[config.mk]
export PLATFORM = sky130hd
export DESIGN_NAME = mvm_sequencer
export DESIGN_NICKNAME = d
export VERILOG_FILES = /design/src/rtl/acc_pkg.sv /design/src/rtl/mac_unit.sv /design/src/rtl/mvm_sequencer.sv
export SDC_FILE = /design/constraint.sdc
export NUM_CORES = 1
export LEC_CHECK = 0
export CAP_MARGIN = 20
export CORE_MARGIN = 4
export CORE_UTILIZATION = 60
export CTS_CLUSTER_SIZE = 14
export DETAILED_ROUTE_END_ITERATION = 10
export DONT_BUFFER_PORTS = 1
export PLACE_DENSITY_LB_ADDON = 0.3
export SLEW_MARGIN = 5
export SYNTH_ARGS = -nofsm -noshare
export SYNTH_HDL_FRONTEND = slang
export SYNTH_SLANG_ARGS = --single-unit
[constraint.sdc]
create_clock -name i_clk -period 8.4 [get_ports i_clk]
set_clock_uncertainty 0.2 [all_clocks]
set_input_delay 0.84 -clock i_clk [delete_from_list [all_inputs] [get_ports i_clk]]
set_output_delay 0.84 -clock i_clk [all_outputs]
set_load 0.01 [all_outputs]
[src/rtl/acc_pkg.sv]
// ---------------------------------------------------------------------------
// acc_pkg
// Shared definitions for the matrix-vector-multiply accelerator.
//   state_t      : sequencer FSM encoding (IDLE / LDV / MAC / DRAIN)
//   N/DW/AW_DEF  : default dimension, data width and address width
//   OP_MVM/DIC   : opcodes shared with the CPU controller
// ---------------------------------------------------------------------------
package acc_pkg;

    typedef enum logic [1:0] {
        ST_IDLE  = 2'd0,
        ST_LDV   = 2'd1,
        ST_MAC   = 2'd2,
        ST_DRAIN = 2'd3
    } state_t;

    localparam int N_DEF  = 4;
    localparam int DW_DEF = 16;
    localparam int AW_DEF = 16;

    localparam logic [4:0] OP_MVM = 5'b11111;
    localparam logic [4:0] OP_DIC = 5'b11110;

endpackage

[src/rtl/mac_unit.sv]
// ---------------------------------------------------------------------------
// mac_unit
// Signed DW x DW multiply feeding a 2*DW accumulator.
// Ports:
//   i_clk, i_rst : clock, synchronous active-high reset
//   i_clr_acc    : load the product instead of adding it (first term of a row)
//   i_en         : update the accumulator this cycle
//   i_a, i_b     : signed operands
//   o_acc        : registered accumulator
//   o_sum_lo     : low DW bits of the value the accumulator takes this edge,
//                  so a row result can be stored on the same edge it completes
// ---------------------------------------------------------------------------
module mac_unit #(
    parameter int DW = 16
) (
    input  logic              i_clk,
    input  logic              i_rst,
    input  logic              i_clr_acc,
    input  logic              i_en,
    input  logic [DW-1:0]     i_a,
    input  logic [DW-1:0]     i_b,
    output logic [2*DW-1:0]   o_acc,
    output logic [DW-1:0]     o_sum_lo
);

    logic [2*DW-1:0] r_acc;
    logic [2*DW-1:0] w_a_ext;
    logic [2*DW-1:0] w_b_ext;
    logic [2*DW-1:0] w_prod;
    logic [2*DW-1:0] w_acc_nxt;

    // Sign-extend to 2*DW; the low 2*DW bits of the unsigned product of the
    // extended operands equal the signed DW x DW product.
    assign w_a_ext   = {{DW{i_a[DW-1]}}, i_a};
    assign w_b_ext   = {{DW{i_b[DW-1]}}, i_b};
    assign w_prod    = w_a_ext * w_b_ext;
    assign w_acc_nxt = i_clr_acc ? w_prod : (r_acc + w_prod);

    always_ff @(posedge i_clk) begin
        if (i_rst) begin
            r_acc <= '0;
        end else if (i_en) begin
            r_acc <= w_acc_nxt;
        end
    end

    assign o_acc    = r_acc;
    assign o_sum_lo = w_acc_nxt[DW-1:0];

endmodule

[src/rtl/mvm_sequencer.sv]
// ---------------------------------------------------------------------------
// mvm_sequencer
// Multi-cycle sequencer for the MVM instruction: loads an N-vector, streams
// an N x N row-major matrix, multiply-accumulates each row and stores N
// results that DIC write-back reads combinationally.
// Ports:
//   i_clk, i_rst           : clock, synchronous active-high reset
//   i_acc_start            : start strobe, honoured only in IDLE
//   i_mat_base, i_vec_base : base addresses, sampled with i_acc_start
//   o_mem_rd, o_mem_addr   : data-memory read request / address
//   i_mem_rdata            : read data
//   o_busy                 : CPU stall, high in LDV, MAC and DRAIN
//   o_done                 : one-cycle pulse in the cycle after DRAIN
//   i_res_idx, o_res_data  : result-buffer read port
//   o_state, o_acc_dbg     : FSM state and accumulator, for observation
//
// Memory handshake: a request is o_mem_rd=1 with o_mem_addr in a cycle; the
// memory never stalls and returns i_mem_rdata exactly one cycle later. There
// is no ready; a registered valid/tag travels alongside each request so the
// returned word is steered to vbuf or the MAC without looking at the FSM.
// ---------------------------------------------------------------------------
module mvm_sequencer
    import acc_pkg::*;
#(
    parameter int N  = N_DEF,
    parameter int DW = DW_DEF,
    parameter int AW = AW_DEF,
    parameter int IW = $clog2(N)
) (
    input  logic              i_clk,
    input  logic              i_rst,
    input  logic              i_acc_start,
    input  logic [AW-1:0]     i_mat_base,
    input  logic [AW-1:0]     i_vec_base,
    output logic              o_mem_rd,
    output logic [AW-1:0]     o_mem_addr,
    input  logic [DW-1:0]     i_mem_rdata,
    output logic              o_busy,
    output logic              o_done,
    input  logic [IW-1:0]     i_res_idx,
    output logic [DW-1:0]     o_res_data,
    output logic [1:0]        o_state,
    output logic [2*DW-1:0]   o_acc_dbg
);

    localparam logic [IW-1:0] LAST = IW'(N - 1);

    state_t          r_state;
    state_t          w_state_nxt;
    logic [AW-1:0]   r_mat_base;
    logic [AW-1:0]   r_vec_base;
    logic [IW-1:0]   r_k;
    logic [IW-1:0]   r_i;
    logic [IW-1:0]   r_j;
    logic            r_done;

    // Read pipeline: tag of the request issued last cycle.
    logic            r_rd_vld;
    logic            r_rd_mat;
    logic [IW-1:0]   r_rd_k;
    logic [IW-1:0]   r_rd_i;
    logic [IW-1:0]   r_rd_j;

    logic [DW-1:0]   r_vbuf [N];
    logic [DW-1:0]   r_res  [N];

    logic            w_mac_en;
    logic            w_mac_clr;
    logic [DW-1:0]   w_sum_lo;
    logic [2*DW-1:0] w_acc;

    // ---------------- next-state logic ----------------
    always_comb begin
        w_state_nxt = r_state;
        case (r_state)
            ST_IDLE:  if (i_acc_start) w_state_nxt = ST_LDV;
            ST_LDV:   if (r_k == LAST) w_state_nxt = ST_MAC;
            ST_MAC:   if ((r_i == LAST) && (r_j == LAST)) w_state_nxt = ST_DRAIN;
            ST_DRAIN: w_state_nxt = ST_IDLE;
            default:  w_state_nxt = ST_IDLE;
        endcase
    end

    // ---------------- request outputs ----------------
    // N is a power of two, so i*N + j is simply {i, j}.
    always_comb begin
        o_mem_rd   = 1'b0;
        o_mem_addr = '0;
        case (r_state)
            ST_LDV: begin
                o_mem_rd   = 1'b1;
                o_mem_addr = r_vec_base + AW'(r_k);
            end
            ST_MAC: begin
                o_mem_rd   = 1'b1;
                o_mem_addr = r_mat_base + AW'({r_i, r_j});
            end
            default: begin
                o_mem_rd   = 1'b0;
                o_mem_addr = '0;
            end
        endcase
    end

    // ---------------- state, counters, buffers ----------------
    always_ff @(posedge i_clk) begin
        if (i_rst) begin
            r_state    <= ST_IDLE;
            r_mat_base <= '0;
            r_vec_base <= '0;
            r_k        <= '0;
            r_i        <= '0;
            r_j        <= '0;
            r_done     <= 1'b0;
            r_rd_vld   <= 1'b0;
            r_rd_mat   <= 1'b0;
            r_rd_k     <= '0;
            r_rd_i     <= '0;
            r_rd_j     <= '0;
            for (int n = 0; n < N; n++) begin
                r_vbuf[n] <= '0;
                r_res[n]  <= '0;
            end
        end else begin
            r_state <= w_state_nxt;
            r_done  <= (r_state == ST_DRAIN);

            case (r_state)
                ST_IDLE: begin
                    if (i_acc_start) begin
                        r_mat_base <= i_mat_base;
                        r_vec_base <= i_vec_base;
                        r_k        <= '0;
                        r_i        <= '0;
                        r_j        <= '0;
                    end
                end
                ST_LDV: r_k <= r_k + 1'b1;
                ST_MAC: begin
                    r_j <= r_j + 1'b1;
                    if (r_j == LAST) r_i <= r_i + 1'b1;
                end
                default: ;
            endcase

            r_rd_vld <= o_mem_rd;
            r_rd_mat <= (r_state == ST_MAC);
            r_rd_k   <= r_k;
            r_rd_i   <= r_i;
            r_rd_j   <= r_j;

            if (r_rd_vld && !r_rd_mat) begin
                r_vbuf[r_rd_k] <= i_mem_rdata;
            end
            // Last term of a row: keep the wrapped low DW bits.
            if (r_rd_vld && r_rd_mat && (r_rd_j == LAST)) begin
                r_res[r_rd_i] <= w_sum_lo;
            end
        end
    end

    // ---------------- MAC ----------------
    assign w_mac_en  = r_rd_vld && r_rd_mat;
    assign w_mac_clr = (r_rd_j == '0);

    mac_unit #(.DW(DW)) u_mac (
        .i_clk     (i_clk),
        .i_rst     (i_rst),
        .i_clr_acc (w_mac_clr),
        .i_en      (w_mac_en),
        .i_a       (i_mem_rdata),
        .i_b       (r_vbuf[r_rd_j]),
        .o_acc     (w_acc),
        .o_sum_lo  (w_sum_lo)
    );

    assign o_busy     = (r_state != ST_IDLE);
    assign o_done     = r_done;
    assign o_res_data = r_res[i_res_idx];
    assign o_state    = r_state;
    assign o_acc_dbg  = w_acc;

endmodule
==> results.py <==
metrics = {
    "placement": {
        "place_congestion": 0.951,
        "io_buffers": 0,
        "place_hpwl_um": 39900,
    },
    "sta": {
        "maxSlewViolCount": 0,
        "max_slew_margin": 0.364,
        "max_freq_mhz": 117,
        "setup_slack_ns": -0.165,
        "worst_pin_slew_ns": 0.954,
        "rsz0062_at_grt": "true",
        "whs_ns": 0.208,
        "fin_tns_setup_ns": -0.538,
        "setup_viol": 8,
        "fin_crit_sh": 1.02,
        "period_minus_slack_ns": 8.57,
        "hold_viol": 0,
    },
    "global_route": {
        "antenna_found_initial": 0,
        "grt_use_total": 0.284,
        "grt_pass1_vias": 16794,
        "grt_pass1_wl_um": 87300,
        "grt_max_degree": 92,
        "grt_remaining_overflow": 0,
    },
    "routing": {
        "drc": 0,
        "wl_per_cell_um": 19.9,
        "vias_per_cell": 5.81,
        "via_count": 15862,
        "drtIter0Drc": 1259,
        "antenna_left": 0,
        "wl_um": 54300,
        "dr.pass1.iters": 7,
    },
    "clock_tree": {
        "cts_buffer_depth": 3,
        "clock_sinks": 209,
        "clkTransAtPathRegs_ns": 0.06,
        "postCtsHoldBufs": 0,
        "cts-root-buf": "clkbuf_16",
        "cts_made_buffers": 23,
        "cts_tree": "yes",
        "clk_latency_ns": 0.52,
        "cts_max_level": 1,
    },
    "floorplan": {
        "die_y_um": 195,
        "die_w_um": 195,
        "start_util": 0.607,
        "pin_count": 122,
        "dieArea_um2": 38000,
        "core_area_um2": 34500,
        "num_rows": 68,
    },
    "logic_synthesis": {
        "async_flop_share": 0,
        "ys_seq_elements": 209,
        "synth_area_um2": 21000,
        "synth_seq_area_share": 0.261,
        "synth_area_per_cell_um2": 9.70,
        "yosysUniqueCellTypes": 74,
        "synth_nets": 2610,
        "ys_dominant_reg_cell": "edfxtp_1",
        "synth_edf_count": 128,
        "yosys_warnings": 0,
        "synthCells": 2163,
    },
    "setup_path": {
        "crit_top_cell": "fa_1",
        "r2r_slack_ns": -0.17,
        "startpoint_type": "flop",
        "critPathKind": "reg -> reg",
        "cp.arrival_ns": 8.81,
        "critPathCapture": "u_mac.o_acc[31]$_SDFFE_PP0P_",
        "slowest_delay_ns": 0.61,
        "cp_max_fo": 5,
        "crit_path_start": "r_rd_j[0]$_SDFF_PP0_",
        "cp.required_ns": 8.65,
        "r2r_end": "u_mac.o_acc[31]$_SDFFE_PP0P_",
        "slowest_stage": "mux4_2",
        "rr_worst_depth": 31,
        "reg2reg_from": "r_rd_j[0]$_SDFF_PP0_",
        "end_kind": "flop",
    },
    "layout": {
        "nNetsFinal": 2705,
        "final_common_cell": "inv_1",
        "final_util": 0.688,
        "layout_common_cells": "inv_1, fa_1, nand2_1",
        "drive_gt1_frac": 0.160,
        "fillers": 2643,
        "syn2layout_area_growth_pct": 13.3,
        "antenna-diode-count": 0,
    },
    "hold_path": {
        "holdCritPathClass": "in -> reg",
    },
    "run_status": {
        "status": "finished with violations",
        "violations": "negative setup slack",
    },
    "run": {
        "maxCapViolCount": 0,
    },
}
[kinds of logic after synthesis]
kind of cell | synth area share
simple gates | 0.170
buf+inv | 0.0755
fa+ha+maj | 0.330
compound gates | 0.0887
flops | 0.261
xor+xnor | 0.0355
mux | 0.0396
[sequential cells by signal, summed over array words and instances (netlist names), 2 cells and up]
register / count
r_vbuf: 64
r_mat_base: 16
u_mac.o_acc: 32
r_j: 2
r_vec_base: 16
r_res: 64
r_rd_j: 2
r_rd_k: 2
r_k: 2
r_rd_i: 2
r_i: 2
o_state: 2
[cell type report]
cell class | instances | area, µm² | area share
multi-input cells | 1539 | 14500 | 0.608
flip-flops and latches | 209 | 5470 | 0.230
repair buffers | 172 | 1380 | 0.0580
inverters | 313 | 1170 | 0.0494
clock buffers | 26 | 597 | 0.0251
well taps | 455 | 569 | 0.0240
clock inverters | 15 | 121 | 0.00511
[metal layers]
metal  GRT usage  vias to the layer above  routed length (µm)  share of wire
li1            -                     7175                   -              -
met5           0                        -                   0              0
met1       0.370                     7960               21100           0.39
met3      0.0430                      104                3830          0.070
met2       0.504                      623               27900           0.51
met4      0.0688                        0                1440          0.027
[metrics by stage]
stage | std cells | area (µm²) | setup WS, ns
finish | 2729 | 23800 | -0.165
global route | 2729 | 23800 | -0.465
CTS | 2724 | 23500 | -0.157
detailed placement | 2654 | 22200 | -0.367
global placement | 2654 | 22200 | -0.139
floorplan | 2163 | 21100 | 0.0452
[critical path, delay by kind of cell (launching register included)]
kind,cells,cell delay [ns]
and+or+nand+nor,6,1.45
AOI/OAI and AO/OA,9,1.48
DFF,1,0.38
buffers and inverters,5,0.38
xor gates and xnor gates,1,0.17
muxes,2,0.88
adders and majority gates,8,3.55
[synthesized netlist by cell type (14+ instances only)]
cell      number  share of area
mux4_2        31          0.033
and2_1       194          0.058
nand2b_1      14         0.0042
nor2b_1       32         0.0095
nand3_1       23         0.0055
nor3_1        15         0.0036
fa_1         265           0.25
xor2_1        25          0.010
a21o_1        22         0.0079
o21ai_0       32         0.0076
a21oi_1       99          0.024
ha_1         129          0.077
xnor2_1       60          0.025
nand2_1      234          0.042
a22oi_1       17         0.0061
nor2_1       164          0.029
a211oi_1      24         0.0086
dfxtp_1       81          0.077
clkbuf_1      91          0.016
inv_1        313          0.056
edfxtp_1     128           0.18
[worst min-delay path by stage]
| stage | startpoint | to | slack, ns | cells after the start |
|---|---|---|---|---|
| 4_1_cts | i_rst | u_mac.o_acc[3]$_SDFFE_PP0P_ | 0.18 | 1 |
| 3_5_place_dp | r_mat_base[14]$_SDFFE_PP0P_ | r_mat_base[14]$_SDFFE_PP0P_ | 0.25 | 2 |
| 2_1_floorplan | r_mat_base[14]$_SDFFE_PP0P_ | r_mat_base[14]$_SDFFE_PP0P_ | 0.24 | 2 |
| 5_1_grt | i_rst | u_mac.o_acc[22]$_SDFFE_PP0P_ | 0.19 | 1 |
| 6_report | i_rst | o_done$_SDFF_PP0_ | 0.21 | 1 |
| 3_3_place_gp | r_mat_base[14]$_SDFFE_PP0P_ | r_mat_base[14]$_SDFFE_PP0P_ | 0.24 | 2 |
[timing repair]
item                       4_1_cts  5_1_grt
setup endpoints to repair        7       10
buffers inserted                26        4
gates resized for setup         62       48
pin swaps                       41       39
cloned                           3        0
Power is not shown: default switching activity piles up to over one toggle a cycle in this logic, so the estimate is an artifact.
